`src/rtl/fetch_controller_pkg.sv`:
```
// fetch_controller_pkg: shared state encoding, sizing constants and FIFO entry layout
package fetch_controller_pkg;

    localparam int ADDR_STRIDE = 2;
    localparam int MAX_BEATS   = 8;
    localparam int BEAT_W      = 15;
    localparam int TAG_W       = 3;

    typedef enum logic [1:0] {
        IDLE  = 2'd0,
        FETCH = 2'd1,
        DRAIN = 2'd2,
        DONE  = 2'd3
    } state_t;

    typedef struct packed {
        logic [BEAT_W-1:0] beat1;
        logic [BEAT_W-1:0] beat2;
        logic [TAG_W-1:0]  tag;
    } entry_t;

endpackage

```
`src/rtl/fetch_skid_fifo.sv`:
```
// fetch_skid_fifo: 2-entry in-order FIFO of fetched beats with synchronous flush
module fetch_skid_fifo
    import fetch_controller_pkg::*;
(
    input  logic   clock,
    input  logic   reset_n,
    input  logic   push,
    input  logic   pop,
    input  logic   flush,
    input  entry_t din,
    output entry_t dout,
    output logic   full,
    output logic   empty
);

    entry_t     mem [2];
    logic       wr_ptr;
    logic       rd_ptr;
    logic [1:0] count;

    assign full  = count == 2'd2;
    assign empty = count == 2'd0;
    assign dout  = mem[rd_ptr];

    // store on push, advance the head on pop, drop everything on flush
    always_ff @(posedge clock or negedge reset_n) begin
        if (!reset_n) begin
            mem[0] <= '0;
            mem[1] <= '0;
            wr_ptr <= 1'b0;
            rd_ptr <= 1'b0;
            count  <= 2'd0;
        end else if (flush) begin
            wr_ptr <= 1'b0;
            rd_ptr <= 1'b0;
            count  <= 2'd0;
        end else begin
            if (push && !full) begin
                mem[wr_ptr] <= din;
                wr_ptr      <= ~wr_ptr;
            end
            if (pop && !empty)
                rd_ptr <= ~rd_ptr;
            count <= count + {1'b0, push && !full} - {1'b0, pop && !empty};
        end
    end

endmodule

```
`src/rtl/fetch_controller.sv`:
```
// fetch_controller: burst read sequencer feeding a 2-entry skid FIFO toward the accumulate stage
module fetch_controller
    import fetch_controller_pkg::*;
#(
    parameter int ADDR_STRIDE = fetch_controller_pkg::ADDR_STRIDE,
    parameter int MAX_BEATS   = fetch_controller_pkg::MAX_BEATS
) (
    input  logic              clock,
    input  logic              reset_n,
    input  logic              start,
    input  logic              abort,
    input  logic [15:0]       base_addr1,
    input  logic [15:0]       base_addr2,
    input  logic [3:0]        length,
    output logic [15:0]       ReadAddress1,
    output logic [15:0]       ReadAddress2,
    output logic              rd_en,
    input  logic [127:0]      ReadBus1,
    input  logic [127:0]      ReadBus2,
    output logic              out_valid,
    input  logic              out_ready,
    output logic [BEAT_W-1:0] AccumlateOut1,
    output logic [BEAT_W-1:0] AccumlateOut2,
    output logic [TAG_W-1:0]  store_count,
    output logic              busy,
    output logic              done
);

    state_t           state;
    logic [3:0]       len;
    logic [3:0]       issued;
    logic [3:0]       popped;
    logic [TAG_W-1:0] rd_tag;
    entry_t           head;
    entry_t           wr_entry;
    logic             full;
    logic             empty;
    logic             push;
    logic             pop;
    logic             credit;
    logic             can_issue;
    logic [2:0]       entries;
    logic             unused_bus;

    // the read in flight (rd_en high) lands in the FIFO at the end of this cycle
    assign push      = rd_en & ~abort;
    assign pop       = out_valid & out_ready;
    assign out_valid = ~empty;
    assign entries   = {1'b0, full, ~full & ~empty};
    assign credit    = entries + {2'b0, rd_en} < 3'd2 + {2'b0, pop};
    assign can_issue = credit && issued < len;
    assign wr_entry  = '{beat1: ReadBus1[BEAT_W-1:0], beat2: ReadBus2[BEAT_W-1:0], tag: rd_tag};
    assign AccumlateOut1 = head.beat1;
    assign AccumlateOut2 = head.beat2;
    assign store_count   = head.tag;
    assign unused_bus    = ^{ReadBus1[127:BEAT_W], ReadBus2[127:BEAT_W]};

    // sequence bursts, issue reads under credit and register all control outputs
    always_ff @(posedge clock or negedge reset_n) begin
        if (!reset_n) begin
            state        <= IDLE;
            ReadAddress1 <= '0;
            ReadAddress2 <= '0;
            rd_en        <= 1'b0;
            busy         <= 1'b0;
            done         <= 1'b0;
            len          <= '0;
            issued       <= '0;
            popped       <= '0;
            rd_tag       <= '0;
        end else begin
            rd_en <= 1'b0;
            done  <= 1'b0;
            if (abort) begin
                state <= IDLE;
                busy  <= 1'b0;
            end else begin
                case (state)
                    IDLE: if (start) begin
                        len          <= length > 4'(MAX_BEATS) ? 4'(MAX_BEATS) : length;
                        issued       <= 4'd1;
                        popped       <= '0;
                        rd_tag       <= '0;
                        ReadAddress1 <= base_addr1;
                        ReadAddress2 <= base_addr2;
                        rd_en        <= length != 4'd0;
                        done         <= length == 4'd0;
                        busy         <= 1'b1;
                        state        <= length != 4'd0 ? FETCH : DONE;
                    end
                    FETCH: begin
                        if (can_issue) begin
                            rd_en        <= 1'b1;
                            ReadAddress1 <= ReadAddress1 + 16'(ADDR_STRIDE);
                            ReadAddress2 <= ReadAddress2 + 16'(ADDR_STRIDE);
                            issued       <= issued + 4'd1;
                            rd_tag       <= issued[TAG_W-1:0];
                        end
                        if (rd_en && issued == len)
                            state <= DRAIN;
                    end
                    DRAIN: if (pop && popped + 4'd1 == len) begin
                        state <= DONE;
                        done  <= 1'b1;
                    end
                    DONE: begin
                        state <= IDLE;
                        busy  <= 1'b0;
                    end
                    default: state <= IDLE;
                endcase
                if (pop)
                    popped <= popped + 4'd1;
            end
        end
    end

    fetch_skid_fifo u_fifo (
        .clock   (clock),
        .reset_n (reset_n),
        .push    (push),
        .pop     (pop),
        .flush   (abort),
        .din     (wr_entry),
        .dout    (head),
        .full    (full),
        .empty   (empty)
    );

endmodule

```
`config.mk`:
```
export PLATFORM = sky130hd
export DESIGN_NAME = fetch_controller
export DESIGN_NICKNAME = d
export VERILOG_FILES = /design/src/rtl/fetch_controller_pkg.sv /design/src/rtl/fetch_skid_fifo.sv /design/src/rtl/fetch_controller.sv
export SDC_FILE = /design/constraint.sdc
export NUM_CORES = 1
export LEC_CHECK = 0
export CORE_AREA = 2 2 141 143
export CTS_CLUSTER_DIAMETER = 120
export DETAILED_ROUTE_END_ITERATION = 8
export DIE_AREA = 0 0 143 145
export GPL_TIMING_DRIVEN = 0
export PLACE_DENSITY_LB_ADDON = 0.2
export SETUP_SLACK_MARGIN = 0.2
export SYNTH_ARGS = -nofsm -noshare
export SYNTH_HDL_FRONTEND = slang
export SYNTH_HIERARCHICAL = 1
export SYNTH_SLANG_ARGS = --single-unit
```
`constraint.sdc`:
```
create_clock -name clock -period 2.6 [get_ports clock]
set_input_delay 0.52 -clock clock [delete_from_list [all_inputs] [get_ports clock]]
set_output_delay 0.52 -clock clock [all_outputs]
set_load 0.1 [all_outputs]
```
# Word-level counts from Yosys, hierarchy flattened
# Cells that the tools add are included.
[totals] regBits=122 inputBits=297 out_inout_bits=69 wordCells=122
[op_classes] n_addsub=8 n_lt_le_gt_ge=6 eq_ne=11 muxes=44 bitwise_logic=10 n_reduce_logical=24
[op_table] op="33-bit two-way mux" count=4
[op_table] op="66-bit bitwise mux" count=1
[op_table] op="16-bit two-way mux" count=4
[op_table] op="16-bit one-hot mux with 2 select lines" count=2
[op_table] op="33-bit demux with 1-bit select" count=1
[op_table] op="16-bit by 2-bit adder with 16-bit output (second input constant)" count=2
[op_table] op="4-bit two-way mux" count=6
[op_table] op="1-bit two-way mux" count=12
[op_table] op="2-bit two-way mux" count=6
[op_table] op="2-bit nonzero test" count=5
[op_table] op="3-bit inequality test (second input constant)" count=3
[op_table] op="3-bit AND reduction" count=3
[op_table] op="4-bit by 1-bit adder with 4-bit output (second input constant)" count=2
[op_table] op="4-bit == test" count=2
[op_table] op="2-bit one-hot mux with 4 select lines" count=1
[op_table] op="4-bit one-hot mux with 2 select lines" count=1
[op_table] op="2-bit == test (second input constant)" count=3
[op_table] op="1-bit logical AND" count=6
[op_table] op="3-bit two-way mux" count=2
[op_table] op="1-bit one-hot mux with 2 select lines" count=3
[op_table] op="3-bit one-hot mux with 2 select lines" count=1
[op_table] op="1-bit NOT" count=5
[op_table] op="2-bit greater-or-equal comparator (second input constant)" count=2
[op_table] op="4-bit greater-than comparator (second input constant)" count=1
[op_table] op="18 further kinds" count=25

# Logic depth before layout (Yosys ltp)
[logic_depth] depth_word=9 depth_mapped=11 mapped_depth_nobuf=10

# By module
# Netlist, hierarchy kept.
[modules_own_cells] module="fetch_controller" n_inst=1 cells_per_inst=359 area_each_um2=3154.3 seq_area_each_um2=1301.2
[modules_own_cells] module="fetch_skid_fifo" n_inst=1 cells_per_inst=199 area_each_um2=3080.5 seq_area_each_um2=1751.7

# Worst setup path after synthesis
# Ideal clock, no wire load.
[synth_timing] path_type="register to register" from="register rd_en" to="register ReadAddress2[12]" setup_time_ns=0.127 arrival_time_ns=2.670 required_time_ns=2.473 path_slack_ns=-0.197 path_stages_with_launch=7 n_path_buf=0 period_less_slack_ns=2.797 path_cell_list="dfrtp_1 -> ha_1 -> or3b_4 -> a32o_1 -> nor3_4 -> o21ai_1 -> a221o_1"
[synth_between] elab_chain_len=5
[synth_rtl] element="start, declared" line_no="fetch_controller.sv:17" rtl="output logic rd_en,"
[synth_rtl] element="start signal, assigned" line_no="fetch_controller.sv:64" rtl="rd_en <= 1'b0;"
[synth_rtl] element="start signal, assigned" line_no="fetch_controller.sv:72" rtl="rd_en <= 1'b0;"
[synth_rtl] element="start signal, assigned" line_no="fetch_controller.sv:86" rtl="rd_en <= length != 4'd0;"
[synth_rtl] element="2-bit by 1-bit adder with 3-bit output" line_no="fetch_controller.sv:50" rtl="assign credit = entries + {2'b0, rd_en} < 3'd2 + {2'b0, pop};"
[synth_rtl] element="3-bit < comparator" line_no="fetch_controller.sv:50"
[synth_rtl] element="1-bit logical AND" line_no="fetch_controller.sv:51" rtl="assign can_issue = credit && issued < len;"
[synth_rtl] element="2-bit inequality test (no source line)"
[synth_rtl] element="4-bit AND reduction (no source line)"
[synth_rtl] element="end signal, assigned" line_no="fetch_controller.sv:85" rtl="ReadAddress2 <= base_addr2;"
[synth_rtl] element="end signal, assigned" line_no="fetch_controller.sv:95" rtl="ReadAddress2 <= ReadAddress2 + 16'(ADDR_STRIDE);"
[synth_rtl] element="end, declared" line_no="fetch_controller.sv:16" rtl="output logic [15:0] ReadAddress2,"
# Every way passes these cells.
# A chain may end at the register's enable or synchronous reset.

# Final worst setup path
[layout_timing] from="register u_fifo.count[0]" to="register issued[0]"
[layout_between] elab_chain_len=8 word_cells_on_any_way=12 classes_between="2 x add/sub; 1 x order compare; 2 x eq/ne; 4 x bitwise; 3 x reduce/logical"
[layout_rtl] element="start, declared" line_no="fetch_skid_fifo.sv:19" rtl="logic [1:0] count;"
[layout_rtl] element="start signal, assigned" line_no="fetch_skid_fifo.sv:44" rtl="count <= count + {1'b0, push && !full} - {1'b0, pop && !empty};"
[layout_rtl] element="2-bit == test (*)" line_no="fetch_skid_fifo.sv:21" rtl="assign full = count == 2'd2;"
[layout_rtl] element="net full" line_no="fetch_controller.sv:36" rtl="logic full;"
[layout_rtl] element="1-bit NOT" line_no="fetch_controller.sv:49" rtl="assign entries = {1'b0, full, ~full & ~empty};"
[layout_rtl] element="1-bit AND" line_no="fetch_controller.sv:49"
[layout_rtl] element="2-bit by 1-bit adder with 3-bit output (*)" line_no="fetch_controller.sv:50"
[layout_rtl] element="3-bit < comparator (*)" line_no="fetch_controller.sv:50"
[layout_rtl] element="1-bit logical AND (*)" line_no="fetch_controller.sv:51"
[layout_rtl] element="2-bit inequality test (no source line) (*)"
[layout_rtl] element="4-bit AND reduction (no source line) (*)"
[layout_rtl] element="end signal, assigned" line_no="fetch_controller.sv:96" rtl="issued <= issued + 4'd1;"
[layout_rtl] element="end, declared" line_no="fetch_controller.sv:31" rtl="logic [3:0] issued;"
# The timed path passes the listed nets; every way through them passes the cells marked *.

==> impl_metrics.toml <==
[finish]
instances_no_fill = 1022
final_layout_size_suffix_gt1_frac = 0.3730
syn2layout_area_growth_pct = 47.10
nNetsFinal = 1057
fill_cells = 1761
layout_common_cells = "dfrtp_1, mux2_2, clkdlybuf4s50_1"
final_core_util = 0.4775
final_common_cell = "dfrtp_1"

[grt]
grt_pass1_wl_mm = 28.39
grt_pass1_vias = 5442
antenna_found_initial = 2
grt_usage = 0.1742
grt_max_degree = 84
overflow = 0

[sta]
worst_pin_slew_ns = 1.023
slew_violations = 0
worst_hold_slack_ns = 0.002762
rsz0062_at_grt = "true"
period_share = 0.9658
setup_viol = 0
fmax_ghz = 0.3982
fin_skew_ns = 0.01213
setup_slack_ns = 0.08899
max_slew_margin = 0.3207
hold_violations = 0
fin_crit_ns = 2.511

[power]
power.density_nw_per_um2 = 1468
power.leakage_nw = 4.048
p_total_mw = 13.46
clockPowerShare = 0.175
seq_power_share = 0.247
switching_share = 0.5295
p_switching_mw = 7.127
pwr-share-comb = 0.578
ir_drop_uv = 885.8
p_int_mw = 6.333

[route]
drc = 0
via_per_inst = 5.053
drtPass1Iterations = 4
dr_total_vias = 5164
ant_nets = 0
wl_met1_mm = 7.755
wl_met3_mm = 1.371
route.met2.wl_mm = 8.436
routedWlPerCell_um = 17.38
wirelength_mm = 17.76
topRoutingLayerUsed = "met5"
drt-initial-drc-count = 311

[worst_setup_path]
start_kind = "register"
rr_startpoint = "u_fifo/count[0]$_DFF_PN0_"
cpLargestDelayFamily = "simple AND/OR/NAND/NOR gates"
path_class = "reg2reg"
worstPathCellList = "nand2b_4 > inv_4 > nor2_2 > ha_1 > or3b_4 > a32o_2 > nor3_4 > buf_6 > buf_16 > nand3_4 > a21boi_2"
r2r_end = "issued[0]$_DFFE_PN0P_"
r2r_slack_ns = 0.09
crit_path_max_fanout = 5
arrival_ns = 2.80
max_stage_delay_ns = 0.42
critPathRequiredTime_ns = 2.89
rr_worst_depth = 11
cp-end-kind = "register"
cp.buffers_inverters = 3
slowest_stage = "dfrtp_1"

[place]
dp_hpwl_mm = 12.30
post-place-ws_ns = -0.5311
io_buffers = 139
dp_cells = 963
place_congestion = 0.8651

[logic_synthesis]
ys_seq_area_frac = 0.4897
syn_avg_cell_area_um2 = 11.17
synthFlopType = "dfrtp_1"
synth-warning-count = 6
ys_seq_elements = 122
synth_nets = 872
async_flop_share = 1.000
ys_types = 60
syn-instance-count = 558
synth_edf_count = 0
syn_area_um2 = 6235

[floorplan]
row_count = 51
ios = 366
placeableCoreArea_um2 = 19210
die_area_um2 = 20740
die_h_um = 145
die_w_um = 143
start_util = 0.3246

[worst_hold_path]
hold_path.class = "in2async"

[cts]
cts_tree = "done"
ctsHoldBuffers = 0
htree_levels = 4
clk-insertion-delay-late_ns = 0.41
cts_buffer_depth = 2
clk_pin_slew_ns = 0.06
cts.sinks = 122
cts_buffers = 17
cts_root_buffer = "clkbuf_16"

[run]
maxCapViolations = 0

[status]
outcome = "completed"
## power groups by stage
stage	Combinational [mW]	Clock, mW	Sequential, mW
final	7.78	2.36	3.32
after global routing	8.16	2.51	3.45
after CTS	7.50	2.42	3.29
after detailed placement	7.40	0	3.31
after global placement	7.32	0	3.26
after floorplan	3.93	0	4.94
## flip-flops by register name (all words and copies together), names as in the netlist, 2 cells and up
signal / count
rd_tag: 3
len: 4
u_fifo/count: 2
u_fifo/mem: 66
popped: 4
issued: 4
ReadAddress1: 16
state: 2
ReadAddress2: 16
## Yosys cell counts, drive strengths merged, types with 2 or more instances
master / n / area, um^2
o22ai: 9 / 56.30
o32ai: 3 / 26.28
a22o: 6 / 52.55
ha: 17 / 212.7
or3: 5 / 31.28
nand4: 6 / 37.54
a21o: 2 / 15.01
nor2b: 3 / 18.77
xnor2: 4 / 35.03
mux2i: 2 / 20.02
a22oi: 2 / 20.02
mux2: 100 / 1126
dfrtp: 122 / 3053
or4: 2 / 15.01
nor3b: 2 / 15.01
nor4: 8 / 65.06
nor2: 29 / 108.9
a31oi: 2 / 12.51
xor2: 4 / 35.03
a2bb2oi: 6 / 52.55
o21ai: 26 / 130.1
buf: 13 / 91.33
nand3: 25 / 125.1
o21a: 5 / 37.54
a211oi: 2 / 25.02
and2: 2 / 12.51
nor3: 15 / 91.34
inv: 19 / 71.31
a21oi: 25 / 125.1
clkbuf: 12 / 45.04
a221o: 6 / 60.06
nand2b: 9 / 58.81
and3: 8 / 50.05
nand2: 42 / 157.7
a21boi: 2 / 15.02
## logic make-up after synthesis
| kind of cell | after synthesis | synth area share |
|---|---|---|
| buffers and inverters | 44 | 0.03331 |
| muxes | 102 | 0.1838 |
| adders and majority gates | 17 | 0.03412 |
| DFF | 122 | 0.4897 |
| xor gates and xnor gates | 9 | 0.01485 |
| and+or+nand+nor | 163 | 0.1361 |
| AOI/OAI and AO/OA | 101 | 0.1082 |
## worst max-delay path by stage
| stage | depth (start not counted) | slack [ns] | from | to |
|---|---|---|---|---|
| floorplan | 5 | 0.20 | ReadAddress2[7]$_DFFE_PN0P_ | ReadAddress2[14]$_DFFE_PN0P_ |
| global placement | 1 | -4.74 | reset_n | rd_en$_DFF_PN0_ |
| detailed placement | 7 | -0.53 | abort | u_fifo/mem[40]$_DFFE_PN0P_ |
| CTS | 11 | 0.06 | u_fifo/count[0]$_DFF_PN0_ | issued[0]$_DFFE_PN0P_ |
| global route | 11 | -0.009 | u_fifo/count[0]$_DFF_PN0_ | issued[0]$_DFFE_PN0P_ |
| finish | 11 | 0.09 | u_fifo/count[0]$_DFF_PN0_ | issued[0]$_DFFE_PN0P_ |
## worst register-to-register path, stage by stage, from the launching register on
cell and delay (ns):
dfrtp_1 0.42, nand2b_4 0.18, inv_4 0.06, nor2_2 0.03, ha_1 0.26, or3b_4 0.40, a32o_2 0.31, nor3_4 0.18
buf_6 0.15, buf_16 0.13, nand3_4 0.08, a21boi_2 0.19
## what timing repair did
item	4_1_cts	5_1_grt
pin swaps	25	18
endpoints found under the setup margin	170	132
gates cloned	4	1
gates resized for setup	264	71
setup buffers	16	5
## per-stage QoR
stage	instance area [um^2]	setup TNS, ns
detailed placement	8004	-47.95
global placement	7975	-519.85
global route	9169	-0.008909
floorplan	6252	0
CTS	8874	0
finish	9171	0
## area by class of cell
type                    instances  area [um^2]  share of cell area
repair buffers                166         1570              0.1712
flip-flops and latches        122         3064              0.3341
inverters                      19        73.82            0.008049
clock buffers                  19        452.9             0.04939
multi-input cells             392         3304              0.3603
plain buffers                  25        227.7             0.02483
diodes                          1        2.502           0.0002729
clock inverters                13        143.9             0.01569
well taps                     265        331.6             0.03615
## routing by layer
metal / vias up / track usage
li1: 2440 / -
met1: 2529 / 0.2231
met2: 175 / 0.2749
met3: 18 / 0.06535
met4: 2 / 0.04851
met5: - / 0
(Power assumes the default switching activity.)
